**src/rtl/gcc_stereo_packer.sv**
```systemverilog
// Stereo front end for the GCC-PHAT core: deskews two per-microphone sample streams
// in small FIFOs and emits one {ch1, ch0} word per aligned pair, with frame TLAST.
module gcc_stereo_packer #(
   parameter int SAMPLE_WIDTH = 32,
   parameter int FIFO_DEPTH   = 8,
   parameter int FRAME_LEN    = 1024
) (
   input  logic                      ap_clk,
   input  logic                      ap_rst_n,
   input  logic [SAMPLE_WIDTH-1:0]   ch0_in_TDATA,
   input  logic                      ch0_in_TVALID,
   output logic                      ch0_in_TREADY,
   input  logic [SAMPLE_WIDTH-1:0]   ch1_in_TDATA,
   input  logic                      ch1_in_TVALID,
   output logic                      ch1_in_TREADY,
   output logic [2*SAMPLE_WIDTH-1:0] stream_out_TDATA,
   output logic                      stream_out_TVALID,
   input  logic                      stream_out_TREADY,
   output logic                      stream_out_TLAST,
   output logic [15:0]               frame_cnt,
   output logic                      skew_err,
   input  logic                      skew_clr
);

   localparam int PTR_W  = (FIFO_DEPTH > 1) ? $clog2(FIFO_DEPTH) : 1;
   localparam int CNT_W  = PTR_W + 1;
   localparam int BEAT_W = (FRAME_LEN > 1) ? $clog2(FRAME_LEN) : 1;
   localparam logic [CNT_W-1:0]  FULL_CNT  = CNT_W'(FIFO_DEPTH);
   localparam logic [BEAT_W-1:0] LAST_BEAT = BEAT_W'(FRAME_LEN - 1);

   logic [SAMPLE_WIDTH-1:0]   w_in_data [2];
   logic [SAMPLE_WIDTH-1:0]   w_head    [2];
   logic [1:0]                w_in_valid;
   logic [1:0]                w_full;
   logic [1:0]                w_empty;
   logic [1:0]                w_wr;
   logic                      w_pop;
   logic                      w_skew_set;

   logic [2*SAMPLE_WIDTH-1:0] r_tdata;
   logic                      r_tvalid;
   logic                      r_tlast;
   logic [BEAT_W-1:0]         r_beat;
   logic [15:0]               r_frame_cnt;
   logic                      r_skew_err;

   assign w_in_data[0]  = ch0_in_TDATA;
   assign w_in_data[1]  = ch1_in_TDATA;
   assign w_in_valid[0] = ch0_in_TVALID;
   assign w_in_valid[1] = ch1_in_TVALID;

   // A full FIFO refuses writes even if the same edge pops it; no write-through.
   assign w_wr  = w_in_valid & ~w_full;
   assign w_pop = !w_empty[0] && !w_empty[1] && (!r_tvalid || stream_out_TREADY);

   for (genvar c = 0; c < 2; c++) begin : g_fifo
      logic [SAMPLE_WIDTH-1:0] r_mem [FIFO_DEPTH];
      logic [PTR_W-1:0]        r_wptr;
      logic [PTR_W-1:0]        r_rptr;
      logic [CNT_W-1:0]        r_cnt;

      assign w_full[c]  = (r_cnt == FULL_CNT);
      assign w_empty[c] = (r_cnt == {CNT_W{1'b0}});
      assign w_head[c]  = r_mem[r_rptr];

      // Sample storage; contents are don't-care until the count says otherwise.
      always_ff @(posedge ap_clk) begin
         if (w_wr[c]) begin
            r_mem[r_wptr] <= w_in_data[c];
         end
      end

      // Pointer and occupancy bookkeeping.
      always_ff @(posedge ap_clk or negedge ap_rst_n) begin
         if (!ap_rst_n) begin
            r_wptr <= {PTR_W{1'b0}};
            r_rptr <= {PTR_W{1'b0}};
            r_cnt  <= {CNT_W{1'b0}};
         end else begin
            if (w_wr[c]) begin
               r_wptr <= r_wptr + PTR_W'(1);
            end
            if (w_pop) begin
               r_rptr <= r_rptr + PTR_W'(1);
            end
            case ({w_wr[c], w_pop})
               2'b10:   r_cnt <= r_cnt + CNT_W'(1);
               2'b01:   r_cnt <= r_cnt - CNT_W'(1);
               default: r_cnt <= r_cnt;
            endcase
         end
      end
   end

   // Output skid register with per-frame beat tagging.
   always_ff @(posedge ap_clk or negedge ap_rst_n) begin
      if (!ap_rst_n) begin
         r_tvalid <= 1'b0;
         r_tdata  <= {(2*SAMPLE_WIDTH){1'b0}};
         r_tlast  <= 1'b0;
         r_beat   <= {BEAT_W{1'b0}};
      end else if (w_pop) begin
         r_tvalid <= 1'b1;
         r_tdata  <= {w_head[1], w_head[0]};
         r_tlast  <= (r_beat == LAST_BEAT);
         r_beat   <= (r_beat == LAST_BEAT) ? {BEAT_W{1'b0}} : r_beat + BEAT_W'(1);
      end else if (stream_out_TREADY) begin
         r_tvalid <= 1'b0;
      end else begin
         r_tvalid <= r_tvalid;
      end
   end

   // Completed-frame counter, stepped when a TLAST word is accepted downstream.
   always_ff @(posedge ap_clk or negedge ap_rst_n) begin
      if (!ap_rst_n) begin
         r_frame_cnt <= 16'd0;
      end else if (r_tvalid && stream_out_TREADY && r_tlast) begin
         r_frame_cnt <= r_frame_cnt + 16'd1;
      end else begin
         r_frame_cnt <= r_frame_cnt;
      end
   end

   assign w_skew_set = (w_full[0] && w_empty[1]) || (w_full[1] && w_empty[0]);

   // Sticky imbalance flag; a live imbalance beats a clear request.
   always_ff @(posedge ap_clk or negedge ap_rst_n) begin
      if (!ap_rst_n) begin
         r_skew_err <= 1'b0;
      end else if (w_skew_set) begin
         r_skew_err <= 1'b1;
      end else if (skew_clr) begin
         r_skew_err <= 1'b0;
      end else begin
         r_skew_err <= r_skew_err;
      end
   end

   assign ch0_in_TREADY     = !w_full[0];
   assign ch1_in_TREADY     = !w_full[1];
   assign stream_out_TDATA  = r_tdata;
   assign stream_out_TVALID = r_tvalid;
   assign stream_out_TLAST  = r_tlast;
   assign frame_cnt         = r_frame_cnt;
   assign skew_err          = r_skew_err;

endmodule

```
**config.mk**
```make
export PLATFORM = sky130hd
export DESIGN_NAME = gcc_stereo_packer
export DESIGN_NICKNAME = d
export VERILOG_FILES = /design/src/rtl/gcc_stereo_packer.sv
export SDC_FILE = /design/constraint.sdc
export NUM_CORES = 1
export LEC_CHECK = 0
export CELL_PAD_IN_SITES_DETAIL_PLACEMENT = 1
export CELL_PAD_IN_SITES_GLOBAL_PLACEMENT = 1
export CORE_UTILIZATION = 55
export DETAILED_ROUTE_END_ITERATION = 8
export PLACE_DENSITY = 0.84
export REMOVE_ABC_BUFFERS = 1
export SLEW_MARGIN = 15
export SYNTH_ARGS = -nofsm -noshare
export SYNTH_HDL_FRONTEND = slang
export SYNTH_SLANG_ARGS = --single-unit
```
**constraint.sdc**
```tcl
create_clock -name ap_clk -period 10.15 [get_ports ap_clk]
set_clock_uncertainty 0.1 [all_clocks]
set_input_delay 1.015 -clock ap_clk [delete_from_list [all_inputs] [get_ports ap_clk]]
set_output_delay 1.015 -clock ap_clk [all_outputs]
set_load 0.02 [all_outputs]
```
## Word level (Yosys, flattened, before mapping)

Memories as Yosys holds them, arrays and structs flattened. A register that Yosys moved wholly into a read port is not among the register bits.
Cells that the tools add are included.
Widths: inputs -> output; s select.

- RAM bits: 512
- Memories: 2
- Input port bits: 70
- Word-level logic and storage cells: 64
- Register bits: 49

- Bitwise gates (word level): 2
- $add $sub $neg: 10
- Muxes and demuxes: 11
- Reductions and logical operators: 21
- Eq/ne operators: 7

Memories:

| memory | depth | width | rd ports | clocked after memory_dff | wr ports | line | text |
|---|---|---|---|---|---|---|---|
| g_fifo[0].r_mem | 8 | 32 | 1 | 1 | 1 | 57 | `logic [SAMPLE_WIDTH-1:0] r_mem [FIFO_DEPTH];` |
| g_fifo[1].r_mem | 8 | 32 | 1 | 1 | 1 | 57 |  |

Operators with widths:

| cell | count |
|---|---|
| $add 16x1->16 const B | 1 |
| $pmux 4 s2 | 2 |
| $add 3x1->3 const B | 4 |
| $add 10x1->10 const B | 1 |
| $eq 10x10->1 const B | 1 |
| $mux 10 | 1 |
| $add 4x1->4 const B | 2 |
| $eq 4x4->1 const B | 2 |
| $logic_not 4->1 | 2 |
| $mux 1 | 8 |
| $reduce_bool 2->1 | 4 |
| $sub 4x1->4 const B | 2 |
| $logic_not 1->1 | 7 |
| $logic_and 1x1->1 | 6 |
| $eq 2x1->1 const B | 2 |
| $eq 2x2->1 const B | 2 |
| $and 2x2->2 | 1 |
| $logic_or 1x1->1 | 2 |
| $not 2->2 | 1 |

## Depth between registers and ports, before layout

Gate-level depths: netlist (run 1).

- Depth after elaboration: 6
- Depth in mapped cells: 13

## Worst setup path before layout (run 1)

No wires, ideal clock.

- Path type: input to register
- From: input port ch0_in_TVALID
- To: memory g_fifo[0].r_mem[0][0], enable pin
- Path slack: 5.278 ns
- Arrival: 4.271 ns
- Path buffers: 0
- Library setup time: 0.502 ns
- Stages: 2
- Cells stage by stage: nand2_1 nor4_1

- Cells in the longest elaborated chain, start to end: 3

RTL lines:

| item | line | text |
|---|---|---|
| start: declaration | 11 | `input logic ch0_in_TVALID,` |
| $and 2x2->2 | 53 | `assign w_wr = w_in_valid & ~w_full;` |
| $mux 1 | 68 | `if (w_wr[c]) begin` |
| $mux 1 (implied by the code) | 69 | `r_mem[r_wptr] <= w_in_data[c];` |
| end: declaration | 57 |  |

Every way passes these cells.

## Final worst setup path (run 1)

- From: input port stream_out_TREADY
- To: register g_fifo[0].r_cnt[2]

- Cells in the longest elaborated chain, start to end: 4
- Elaborated cells on any way between the ends: 6
- Classes of those cells: 2 x eq/ne; 1 x mux; 3 x reduce/logical

RTL lines:

| item | line | text |
|---|---|---|
| start: declaration | 18 | `input logic stream_out_TREADY,` |
| $logic_or 1x1->1 * | 54 | `assign w_pop = !w_empty[0] && !w_empty[1] && (!r_tvalid \|\| stream_out_TREADY);` |
| $logic_and 1x1->1 * | 54 |  |
| $eq 2x1->1 / $eq 2x2->1 (equally long branches) | 86 | `case ({w_wr[c], w_pop})` |
| $pmux 4 s2 / $reduce_bool 2->1 (equally long branches) | -- |  |
| end signal: assignment | 87 | `2'b10: r_cnt <= r_cnt + CNT_W'(1);` |
| end signal: assignment | 88 | `2'b01: r_cnt <= r_cnt - CNT_W'(1);` |
| end signal: assignment | 89 | `default: r_cnt <= r_cnt;` |
| end: declaration | 60 | `logic [CNT_W-1:0] r_cnt;` |

Mark *: on every way between the ends. The rest lies on a longest branch, timed or not.
A chain may end at the register's enable or synchronous reset.

==> results_tabular.tex, run 1 <==
\begin{tabular}{lr}
\hline
Metric & Value \\
\hline
\multicolumn{2}{l}{\textbf{Cells and area}} \\
Layout cell share with drive strength beyond 1 & 0.202 \\
Final core occ & 0.667 \\
\# nets final & 1449 \\
Most frequent standard cell in the layout excluding fill and tap cells & edfxtp\_1 \\
Most frequent cells in the layout & edfxtp\_1, clkdlybuf4s50\_1, mux4\_2 \\
Area growth from synthesis to layout & 18.6\% \\
\multicolumn{2}{l}{\textbf{Routing}} \\
DR vias/cell & 5.95 \\
First-pass iteration count of the detailed router & 6 \\
Total Routed Length & 55400 µm \\
Routed vias & 11914 \\
Iteration-0 DRC Markers & 1054 \\
DRC violations left & 0 \\
Final ANT Viol Nets & 0 \\
Per-cell routed wire length & 27.6 µm \\
\multicolumn{2}{l}{\textbf{Logic synthesis}} \\
Flip-flop cell with the highest count after synthesis & edfxtp\_1 \\
Gate count after technology mapping & 1178 \\
Async SR Flop Fraction & 0.181 \\
Number of enable-type register cells in the synthesized netlist & 512 \\
Number of warnings printed during yosys synthesis & 0 \\
Post-synthesis register bit count & 625 \\
Register area share after synthesis & 0.765 \\
Synthesized area per cell & 20.2 µm² \\
Area of the mapped netlist & 23800 µm² \\
Cell variety after synth & 43 \\
\multicolumn{2}{l}{\textbf{Timing}} \\
Time the worst path needs with I/O delays and setup & 3.59 ns \\
Max Clock Freq & 0.278 GHz \\
Post-route setup slack & 6.56 ns \\
Sum of negative setup slack & 0 ns \\
Number of setup violations in the final report & 0 \\
Unrepaired setup endpoints after global routing & false \\
Slew of the pin with the lowest slew margin & 0.980 ns \\
Number of pins exceeding their max-slew limit in the final report & 0 \\
Hold violation count in the final report & 0 \\
Max transition margin & 0.347 \\
Period utilisation layout & 0.354 \\
\multicolumn{2}{l}{\textbf{Floorplanning}} \\
Die span in y & 210 µm \\
Number of I/O pins & 155 \\
Die area & 44100 µm² \\
Placeable core area & 42300 µm² \\
Initial standard-cell utilization of the core & 0.562 \\
Width of the chip & 210 µm \\
Number of cell rows & 75 \\
\multicolumn{2}{l}{\textbf{Setup path}} \\
Worst Reg2Reg Path Length in Cells & 11 \\
Critical Setup Path Class & input port to flip-flop \\
Endpoint required time on the critical path & 10.54 ns \\
Cell repeated most along the worst path & xor2\_1 \\
Biggest cell delay along the critical path & 0.55 ns \\
CP max FO & 58 \\
Startpoint types & input port \\
Slowest cell on the critical path & buf\_4 \\
Data arrival time of the critical path & 3.98 ns \\
Ordered cell list for the critical path & clkdlybuf4s50\_1 -> nand2b\_1 -> o221ai\_4 -> buf\_4 -> inv\_2 -> ha\_1 -> xor2\_1 -> ha\_1 -> a21oi\_1 -> xor2\_1 -> nor2\_1 -> xor2\_1 \\
Critical path endpoint category & flip-flop \\
\multicolumn{2}{l}{\textbf{Global route}} \\
GR Util All Layers & 0.257 \\
Antenna violations before repair & 7 \\
Vias in the first global route & 13228 \\
Global-route wire length before repair & 82900 µm \\
Global-route congestion overflow total & 0 \\
Largest net degree at the start of global routing & 84 \\
\multicolumn{2}{l}{\textbf{Power}} \\
Design Power & 0.00838 W \\
Leakage & 9.65 nW \\
Largest voltage drop on the vdd net & 165 µV \\
Cell area power density & 297 nW/µm² \\
\multicolumn{2}{l}{\textbf{Clock tree}} \\
Clk slew on worst S/H paths & 0.07 ns \\
Total CTS buffers & 61 \\
Cts-stage hold buffer count & 0 \\
Resized cells post-CTS & 0 \\
Number of buffers on the longest clock path & 3 \\
Later-pin clock latency in the skew report & 0.62 ns \\
Level count of the clock H-tree & 2 \\
Post-CTS Setup Bufs & 0 \\
Root buf cell & clkbuf\_16 \\
Number of clock sinks & 625 \\
CTS tree & done \\
\multicolumn{2}{l}{\textbf{Placement}} \\
HPWL after DPL & 29600 µm \\
Worst-case setup slack after placement & 5.93 ns \\
Weighted congestion reported at the end of routability-driven placement & 0.737 \\
Port Buffer Count & 154 \\
\multicolumn{2}{l}{\textbf{Worst hold path}} \\
Classification of the worst-slack hold path & input port to async pin \\
\multicolumn{2}{l}{\textbf{Job}} \\
Maximum capacitance violations & 0 \\
\multicolumn{2}{l}{\textbf{Outcome}} \\
Result of the run & finished clean \\
\hline
\end{tabular}
[final cells by class]
cell class	instances	area (µm²)
Fill cell	3436	14100
Inverter	3	11.3
Tap cell	577	722
Multi-Input combinational cell	497	5400
Timing Repair Buffer	179	1730
Clock buffer	87	1740
Antenna cell	5	12.5
Clock inverter	29	380
Sequential cell	625	18200
[flip-flops by register name, summed over array words and instances, names as in the netlist]
signal,count
stream_out_TLAST,1
stream_out_TDATA,64
r_beat,10
frame_cnt,16
g_fifo.r_cnt,8
g_fifo.r_rptr,6
g_fifo.r_mem,512
skew_err,1
g_fifo.r_wptr,6
stream_out_TVALID,1
[worst max-delay path, delay by kind of cell]
family	cells	cell delay [ns]
buffers and inverters	3	1.33
adders and majority gates	2	0.56
xor gates and xnor gates	3	0.52
and+or+nand+nor	2	0.30
AOI/OAI and AO/OA	2	0.24
[kinds of logic (layout without fill, tap and decap cells)]
group	count (synthesis)	after routing	share of synthesized area
xor+xnor	38	38	0.0140
flops	625	625	0.765
mux	197	197	0.150
compound gates	84	84	0.0196
fa+ha+maj	12	12	0.00631
buf+inv	56	298	0.0122
simple gates	166	166	0.0326
other cells	0	5	0
[report_power, final]
part	total (W)	internal (W)	switching, W
combinational	0.00234	0.00108	0.00126
clock	0.00236	0.00140	0.000964
sequential	0.00367	0.00330	0.000377
[synthesized netlist by cell type, types with 2 or more instances]
master / n / share of area
edfxtp_1: 512 / 0.65
mux4_2: 128 / 0.12
dfrtp_1: 113 / 0.12
nand2_1: 87 / 0.014
mux2i_1: 64 / 0.027
o21ai_0: 63 / 0.013
xnor2_1: 26 / 0.0096
buf_2: 25 / 0.0053
nand3_1: 20 / 0.0042
clkbuf_1: 13 / 0.0021
ha_1: 12 / 0.0063
nor2_1: 12 / 0.0019
nor3_1: 12 / 0.0025
xor2_1: 12 / 0.0044
nand2b_1: 7 / 0.0018
nand4_1: 7 / 0.0018
buf_1: 6 / 0.00095
o21ai_1: 6 / 0.0013
and3_1: 5 / 0.0013
buf_6: 5 / 0.0024
mux2_2: 5 / 0.0024
a31oi_1: 4 / 0.0011
nor4_1: 4 / 0.0011
a21oi_1: 3 / 0.00063
buf_4: 3 / 0.00095
nand2_2: 3 / 0.00079
and4_1: 2 / 0.00074
inv_1: 2 / 0.00032
o22ai_1: 2 / 0.00053
or3_4: 2 / 0.00095
[through the flow]
| stage | instances | instance area (µm²) | hold slack [ns] |
|---|---|---|---|
| after floorplan | 1125 | 23500 | 0.335 |
| after global placement | 1881 | 26100 | 0.353 |
| after detailed placement | 1881 | 26100 | 0.365 |
| after CTS | 1997 | 28200 | 0.313 |
| after global routing | 2002 | 28200 | 0.336 |
| final | 2002 | 28200 | 0.307 |
[final timing paths]
path / startpoint / to / slack (ns)
min: ap_rst_n / stream_out_TDATA[23]$_DFFE_PN0P_ / 0.31
max: stream_out_TREADY / g_fifo[0].r_cnt[2]$_DFFE_PN0P_ / 6.56
max reg2reg: g_fifo[0].r_cnt[1]$_DFFE_PN0P_ / g_fifo[0].r_cnt[2]$_DFFE_PN0P_ / 6.61
min reg2reg: frame_cnt[15]$_DFFE_PN0P_ / frame_cnt[15]$_DFFE_PN0P_ / 0.37
max in group asynchronous: ap_rst_n / g_fifo[0].r_rptr[0]$_DFFE_PN0P_ / 8.22
min in group ap_clk: frame_cnt[15]$_DFFE_PN0P_ / frame_cnt[15]$_DFFE_PN0P_ / 0.37
[metal layers]
metal	track usage	up-vias	routed length (µm)
li1	-	5120	-
met1	0.344	6352	22600
met2	0.437	359	29000
met3	0.0374	79	2600
met4	0.0916	4	1110
met5	0	-	31
No activity file was read; power rests on OpenSTA's default activity.
==> run 2, diff against run 1 <==
Settings changed: CORE_UTILIZATION 55 to 46, PLACE_DENSITY 0.84 to 0.75.
Clock period 10.15 ns to 3.3 ns, I/O delays scaled along.
==> results_tabular.tex, run 2 (same netlist as run 1, synthesis figures left out) <==
\begin{tabular}{lr}
\hline
Metric & Value \\
\hline
\multicolumn{2}{l}{\textbf{Outcome}} \\
Result of the run & finished clean \\
\multicolumn{2}{l}{\textbf{Power}} \\
Switching share of total power & 0.306 \\
Cell-internal power & 0.0175 W \\
Part of the power in registers & 0.444 \\
Leakage & 9.61 nW \\
Cell area power density & 889 nW/µm² \\
Largest voltage drop on the vdd net & 571 µV \\
Clk network pwr share & 0.270 \\
Psw & 0.00770 W \\
Share of total power in combinational logic & 0.286 \\
Design Power & 0.0252 W \\
\multicolumn{2}{l}{\textbf{Setup path}} \\
Worst Reg2Reg Path Length in Cells & 10 \\
Critical Setup Path Class & flip-flop to flip-flop \\
Biggest cell delay along the critical path & 0.45 ns \\
Startpoint of the worst-slack reg-to-reg timing path & g\_fifo[0].r\_cnt[1]\$\_DFFE\_PN0P\_ \\
Cell repeated most along the worst path & xor2\_1 \\
CP max FO & 7 \\
Ordered cell list for the critical path & or3\_4 -> o221ai\_4 -> inv\_2 -> ha\_1 -> xor2\_1 -> ha\_1 -> a21oi\_1 -> xor2\_1 -> nor2\_1 -> xor2\_1 \\
Critical path endpoint category & flip-flop \\
Endpoint required time on the critical path & 3.67 ns \\
Startpoint of the most critical setup path & g\_fifo[0].r\_cnt[1]\$\_DFFE\_PN0P\_ \\
Startpoint types & flip-flop \\
Data arrival time of the critical path & 3.04 ns \\
Slowest cell on the critical path & dfrtp\_1 \\
\multicolumn{2}{l}{\textbf{Floorplanning}} \\
Number of cell rows & 82 \\
Initial standard-cell utilization of the core & 0.471 \\
Number of I/O pins & 155 \\
Placeable core area & 50600 µm² \\
Die span in y & 229 µm \\
Width of the chip & 229 µm \\
Die area & 52600 µm² \\
\multicolumn{2}{l}{\textbf{Worst hold path}} \\
WHS Path Cells & 2 \\
Classification of the worst-slack hold path & input port to flip-flop \\
Start point of the worst min-delay path & skew\_clr \\
\multicolumn{2}{l}{\textbf{Routing}} \\
DR vias/cell & 5.51 \\
Iteration-0 DRC Markers & 840 \\
Per-cell routed wire length & 24.5 µm \\
Routed vias & 11569 \\
Total Routed Length & 51400 µm \\
First-pass iteration count of the detailed router & 4 \\
DRC violations left & 0 \\
Final ANT Viol Nets & 0 \\
\multicolumn{2}{l}{\textbf{Clock tree}} \\
Level count of the clock H-tree & 2 \\
Total CTS buffers & 61 \\
Later-pin clock latency in the skew report & 0.61 ns \\
Clk slew on worst S/H paths & 0.06 ns \\
Root buf cell & clkbuf\_16 \\
Number of clock sinks & 625 \\
Post-CTS Setup Bufs & 0 \\
Cts-stage hold buffer count & 1 \\
Number of buffers on the longest clock path & 3 \\
CTS tree & done \\
Resized cells post-CTS & 0 \\
\multicolumn{2}{l}{\textbf{Placement}} \\
Placement Cell Area & 26300 µm² \\
HPWL after DPL & 28100 µm \\
Weighted congestion reported at the end of routability-driven placement & 0.724 \\
Port Buffer Count & 154 \\
Worst-case setup slack after placement & 0.632 ns \\
\multicolumn{2}{l}{\textbf{Global route}} \\
Met1 Use GR & 0.264 \\
Global-route wire length before repair & 79000 µm \\
Antenna violations before repair & 8 \\
Global-route congestion overflow total & 0 \\
Largest net degree at the start of global routing & 140 \\
Vias in the first global route & 12908 \\
GRT met3 Usage & 0.0366 \\
GR Util All Layers & 0.201 \\
Busiest layer in global routing & met2 \\
Met2 usage & 0.343 \\
\multicolumn{2}{l}{\textbf{Cells and area}} \\
Area growth from synthesis to layout & 18.9\% \\
Max reg flops & 512 \\
Most frequent cells in the layout & edfxtp\_1, clkdlybuf4s50\_1, mux4\_2 \\
\# nets final & 1456 \\
Final core occ & 0.559 \\
Most frequent standard cell in the layout excluding fill and tap cells & edfxtp\_1 \\
Layout cell share with drive strength beyond 1 & 0.197 \\
Design Area, Final & 28300 µm² \\
Top register by number of flip-flops & g\_fifo.r\_mem \\
\multicolumn{2}{l}{\textbf{Timing}} \\
Max Clock Freq & 0.375 GHz \\
Number of setup violations in the final report & 0 \\
Max transition margin & 0.436 \\
Time the worst path needs with I/O delays and setup & 2.67 ns \\
Hold violation count in the final report & 0 \\
Period utilisation layout & 0.808 \\
Post-route setup slack & 0.633 ns \\
Unrepaired setup endpoints after global routing & false \\
Number of pins exceeding their max-slew limit in the final report & 0 \\
Slew of the pin with the lowest slew margin & 0.846 ns \\
\multicolumn{2}{l}{\textbf{Job}} \\
Maximum capacitance violations & 0 \\
\hline
\end{tabular}
==> run 2: power groups by stage <==
stage	Combinational, W	Clock, W	Sequential (W)
2_1_floorplan	0.00383	0	0.0120
3_3_place_gp	0.00707	0	0.0112
3_5_place_dp	0.00730	0	0.0113
4_1_cts	0.00736	0.00694	0.0112
5_1_grt	0.00778	0.00719	0.0113
6_report	0.00720	0.00680	0.0112
==> run 2: final timing paths <==
path                                                     to  slack (ns)
setup / recovery             g_fifo[0].r_cnt[2]$_DFFE_PN0P_        0.63
setup reg to reg             g_fifo[0].r_cnt[2]$_DFFE_PN0P_        0.63
hold / removal                         skew_err$_DFFE_PN0P_        0.20
min in group asynchronous  stream_out_TDATA[24]$_DFFE_PN0P_        0.29
hold reg to reg            stream_out_TDATA[55]$_DFFE_PN0P_        0.38
max in group asynchronous              skew_err$_DFFE_PN0P_        1.96
==> run 2: metrics by stage <==
step	cells	hold WS (ns)	TNS [ns]
finish	2100	0.197	0
global route	2100	0.208	0
CTS	2097	0.175	0
detailed placement	1982	0.359	0
global placement	1982	0.359	0
floorplan	1125	-0.0656	-237.56
==> run 2: layout make-up <==
class | instances | area (µm²)
flip-flops and latches | 625 | 18200
fillers | 4398 | 22300
multi-input cells | 497 | 5390
repair buffers | 186 | 1870
inverters | 3 | 11.3
clock buffers | 80 | 1620
well taps | 672 | 841
clock inverters | 34 | 337
diodes | 3 | 7.51
==> run 2: critical path: cells and delay by family, from the launching register on <==
kind	cells	cell delay, ns
compound gates	2	0.39
xor+xnor	3	0.51
fa+ha+maj	2	0.46
buf+inv	1	0.10
flops	1	0.45
simple gates	2	0.54
==> run 2: routing by layer <==
metal	part of all wire	wire, µm
met2	0.51	26300
met5	0.0010	53
met1	0.43	21800
met4	0.018	922
met3	0.043	2210
==> run 3, diff against run 2 <==
Clock period 3.3 ns to 2.2 ns, I/O delays scaled along.
==> results_tabular.tex, run 3 (same netlist as run 1, synthesis figures left out) <==
\begin{tabular}{lr}
\hline
Metric & Value \\
\hline
\multicolumn{2}{l}{\textbf{Cells and area}} \\
Final std cells w/o fill & 2147 \\
Area growth from synthesis to layout & 22.2\% \\
ANT cells & 0 \\
Most frequent cells in the layout & edfxtp\_1, clkdlybuf4s50\_1, mux4\_2 \\
Area occupied by multi-input gates & 5470 µm² \\
Number of inserted filler cells in the final layout & 4363 \\
Design Area, Final & 29100 µm² \\
\# nets final & 1504 \\
Top register by number of flip-flops & g\_fifo.r\_mem \\
Layout cell share with drive strength beyond 1 & 0.232 \\
Max reg flops & 512 \\
Area taken by flip-flops and latches & 18200 µm² \\
Most frequent standard cell in the layout excluding fill and tap cells & edfxtp\_1 \\
\multicolumn{2}{l}{\textbf{Setup path}} \\
Endpoint required time on the critical path & 2.60 ns \\
Ordered cell list for the critical path & or3\_4 -> o221ai\_4 -> inv\_4 -> ha\_1 -> nand3b\_1 -> a2111oi\_4 -> nor3\_1 -> xnor2\_1 \\
Biggest cell delay along the critical path & 0.40 ns \\
Critical path endpoint category & flip-flop \\
Worst Reg2Reg Path Length in Cells & 8 \\
CP max FO & 4 \\
Count of buffering cells on the critical path with inverters included & 1 \\
Startpoint types & flip-flop \\
CP delay by family, top & simple AND/OR/NAND/NOR gates \\
Critical Setup Path Class & flip-flop to flip-flop \\
Slowest cell on the critical path & or3\_4 \\
Total stage count of the critical path & 8 \\
Data arrival time of the critical path & 2.72 ns \\
\multicolumn{2}{l}{\textbf{Power}} \\
Leakage & 9.95 nW \\
Largest voltage drop on the vdd net & 731 µV \\
Design Power & 0.0390 W \\
Cell area power density & 1340 nW/µm² \\
\multicolumn{2}{l}{\textbf{Routing}} \\
Routed vias & 11991 \\
DR vias/cell & 5.59 \\
DRC violations left & 0 \\
Final ANT Viol Nets & 0 \\
Total Routed Length & 54100 µm \\
Iteration-0 DRC Markers & 861 \\
Per-cell routed wire length & 25.2 µm \\
First-pass iteration count of the detailed router & 4 \\
\multicolumn{2}{l}{\textbf{Placement}} \\
Number of cells in the design after placement & 2025 \\
Worst-case setup slack after placement & -0.398 ns \\
Port Buffer Count & 154 \\
Weighted congestion reported at the end of routability-driven placement & 0.713 \\
HPWL after DPL & 31800 µm \\
Placement Cell Area & 26900 µm² \\
\multicolumn{2}{l}{\textbf{Floorplanning}} \\
Number of cell rows & 82 \\
Initial standard-cell utilization of the core & 0.471 \\
Placeable core area & 50600 µm² \\
Width of the chip & 229 µm \\
Number of I/O pins & 155 \\
Die span in y & 229 µm \\
Die area & 52600 µm² \\
\multicolumn{2}{l}{\textbf{Global route}} \\
Vias in the first global route & 13377 \\
Largest net degree at the start of global routing & 55 \\
Global-route congestion overflow total & 0 \\
GR Util All Layers & 0.210 \\
Antenna violations before repair & 3 \\
Global-route wire length before repair & 82500 µm \\
\multicolumn{2}{l}{\textbf{Job}} \\
Maximum capacitance violations & 0 \\
\multicolumn{2}{l}{\textbf{Worst hold path}} \\
Classification of the worst-slack hold path & input port to flip-flop \\
WHS Path Cells & 2 \\
\multicolumn{2}{l}{\textbf{Timing}} \\
Number of pins exceeding their max-slew limit in the final report & 0 \\
Post-route setup slack & -0.114 ns \\
Max Clock Freq & 0.432 GHz \\
Worst hold-check slack & 0.0677 ns \\
Slew of the pin with the lowest slew margin & 0.541 ns \\
Max transition margin & 0.640 \\
Period utilisation layout & 1.05 \\
Number of setup violations in the final report & 6 \\
Unrepaired setup endpoints after global routing & true \\
Hold violation count in the final report & 0 \\
Time the worst path needs with I/O delays and setup & 2.31 ns \\
\multicolumn{2}{l}{\textbf{Clock tree}} \\
Total CTS buffers & 61 \\
Root buf cell & clkbuf\_16 \\
Number of buffers on the longest clock path & 3 \\
Number of clock sinks & 625 \\
Later-pin clock latency in the skew report & 0.63 ns \\
Level count of the clock H-tree & 2 \\
CTS tree & done \\
Clk slew on worst S/H paths & 0.06 ns \\
\multicolumn{2}{l}{\textbf{Outcome}} \\
Violated checks & setup timing \\
Result of the run & complete, but fails checks \\
\hline
\end{tabular}
==> run 3: cell types whose count changed in the layout (fill, tap and decap cells not counted), moves of 5 or more <==
cell / before / now
ha_1: 12 / 7
buf_4: 24 / 42
buf_12: 7 / 33
clkbuf_8: 2 / 9
==> run 3: stage by stage <==
stage | util | setup TNS [ns]
floorplan | - | -798.42
global placement | 0.533 | -9.33
detailed placement | 0.533 | -13.98
CTS | 0.574 | -0.709
global route | 0.575 | -1.83
finish | 0.575 | -0.476
==> run 3: power by group <==
part           leakage (nW)  internal (W)  total [W]  switching (W)
Combinational          2.95       0.00598     0.0122        0.00626
Clock                 0.956       0.00582     0.0102        0.00434
Sequential             6.04        0.0152     0.0166        0.00140
==> run 3: final timing paths <==
kind / slack (ns) / startpoint / to
max in group asynchronous: 1.39 / ap_rst_n / g_fifo[1].r_cnt[1]$_DFFE_PN0P_
max: -0.11 / g_fifo[0].r_cnt[2]$_DFFE_PN0P_ / g_fifo[0].r_cnt[3]$_DFFE_PN0P_
min: 0.07 / skew_clr / skew_err$_DFFE_PN0P_
min reg2reg: 0.38 / frame_cnt[15]$_DFFE_PN0P_ / frame_cnt[15]$_DFFE_PN0P_
min in group asynchronous: 0.12 / ap_rst_n / stream_out_TDATA[34]$_DFFE_PN0P_
max reg2reg: -0.11 / g_fifo[0].r_cnt[2]$_DFFE_PN0P_ / g_fifo[0].r_cnt[3]$_DFFE_PN0P_
==> run 3: area by class of cell <==
type / count / share of cell area
multi-input combinational: 497 / 0.188
tap: 672 / 0.0289
sequential: 625 / 0.627
inverter: 3 / 0.000473
clock buffer: 90 / 0.0597
clock inverter: 26 / 0.00788
timing repair buffer: 234 / 0.0883
==> run 3: what timing repair did <==
item / CTS / global route
pin swaps: 7 / 4
hold buffers: 2 / 0
hold endpoints to repair: 113 / 0
resized for setup: 25 / 8
setup buffers: 1 / 3
endpoints found under the setup margin: 61 / 35
==> run 3: layer usage <==
metal	GRT usage	part of all wire	vias up
met2	0.363	0.52	218
met1	0.276	0.42	6471
met3	0.0346	0.038	78
met4	0.0563	0.020	6
met5	0	0.00052	-
li1	-	-	5218
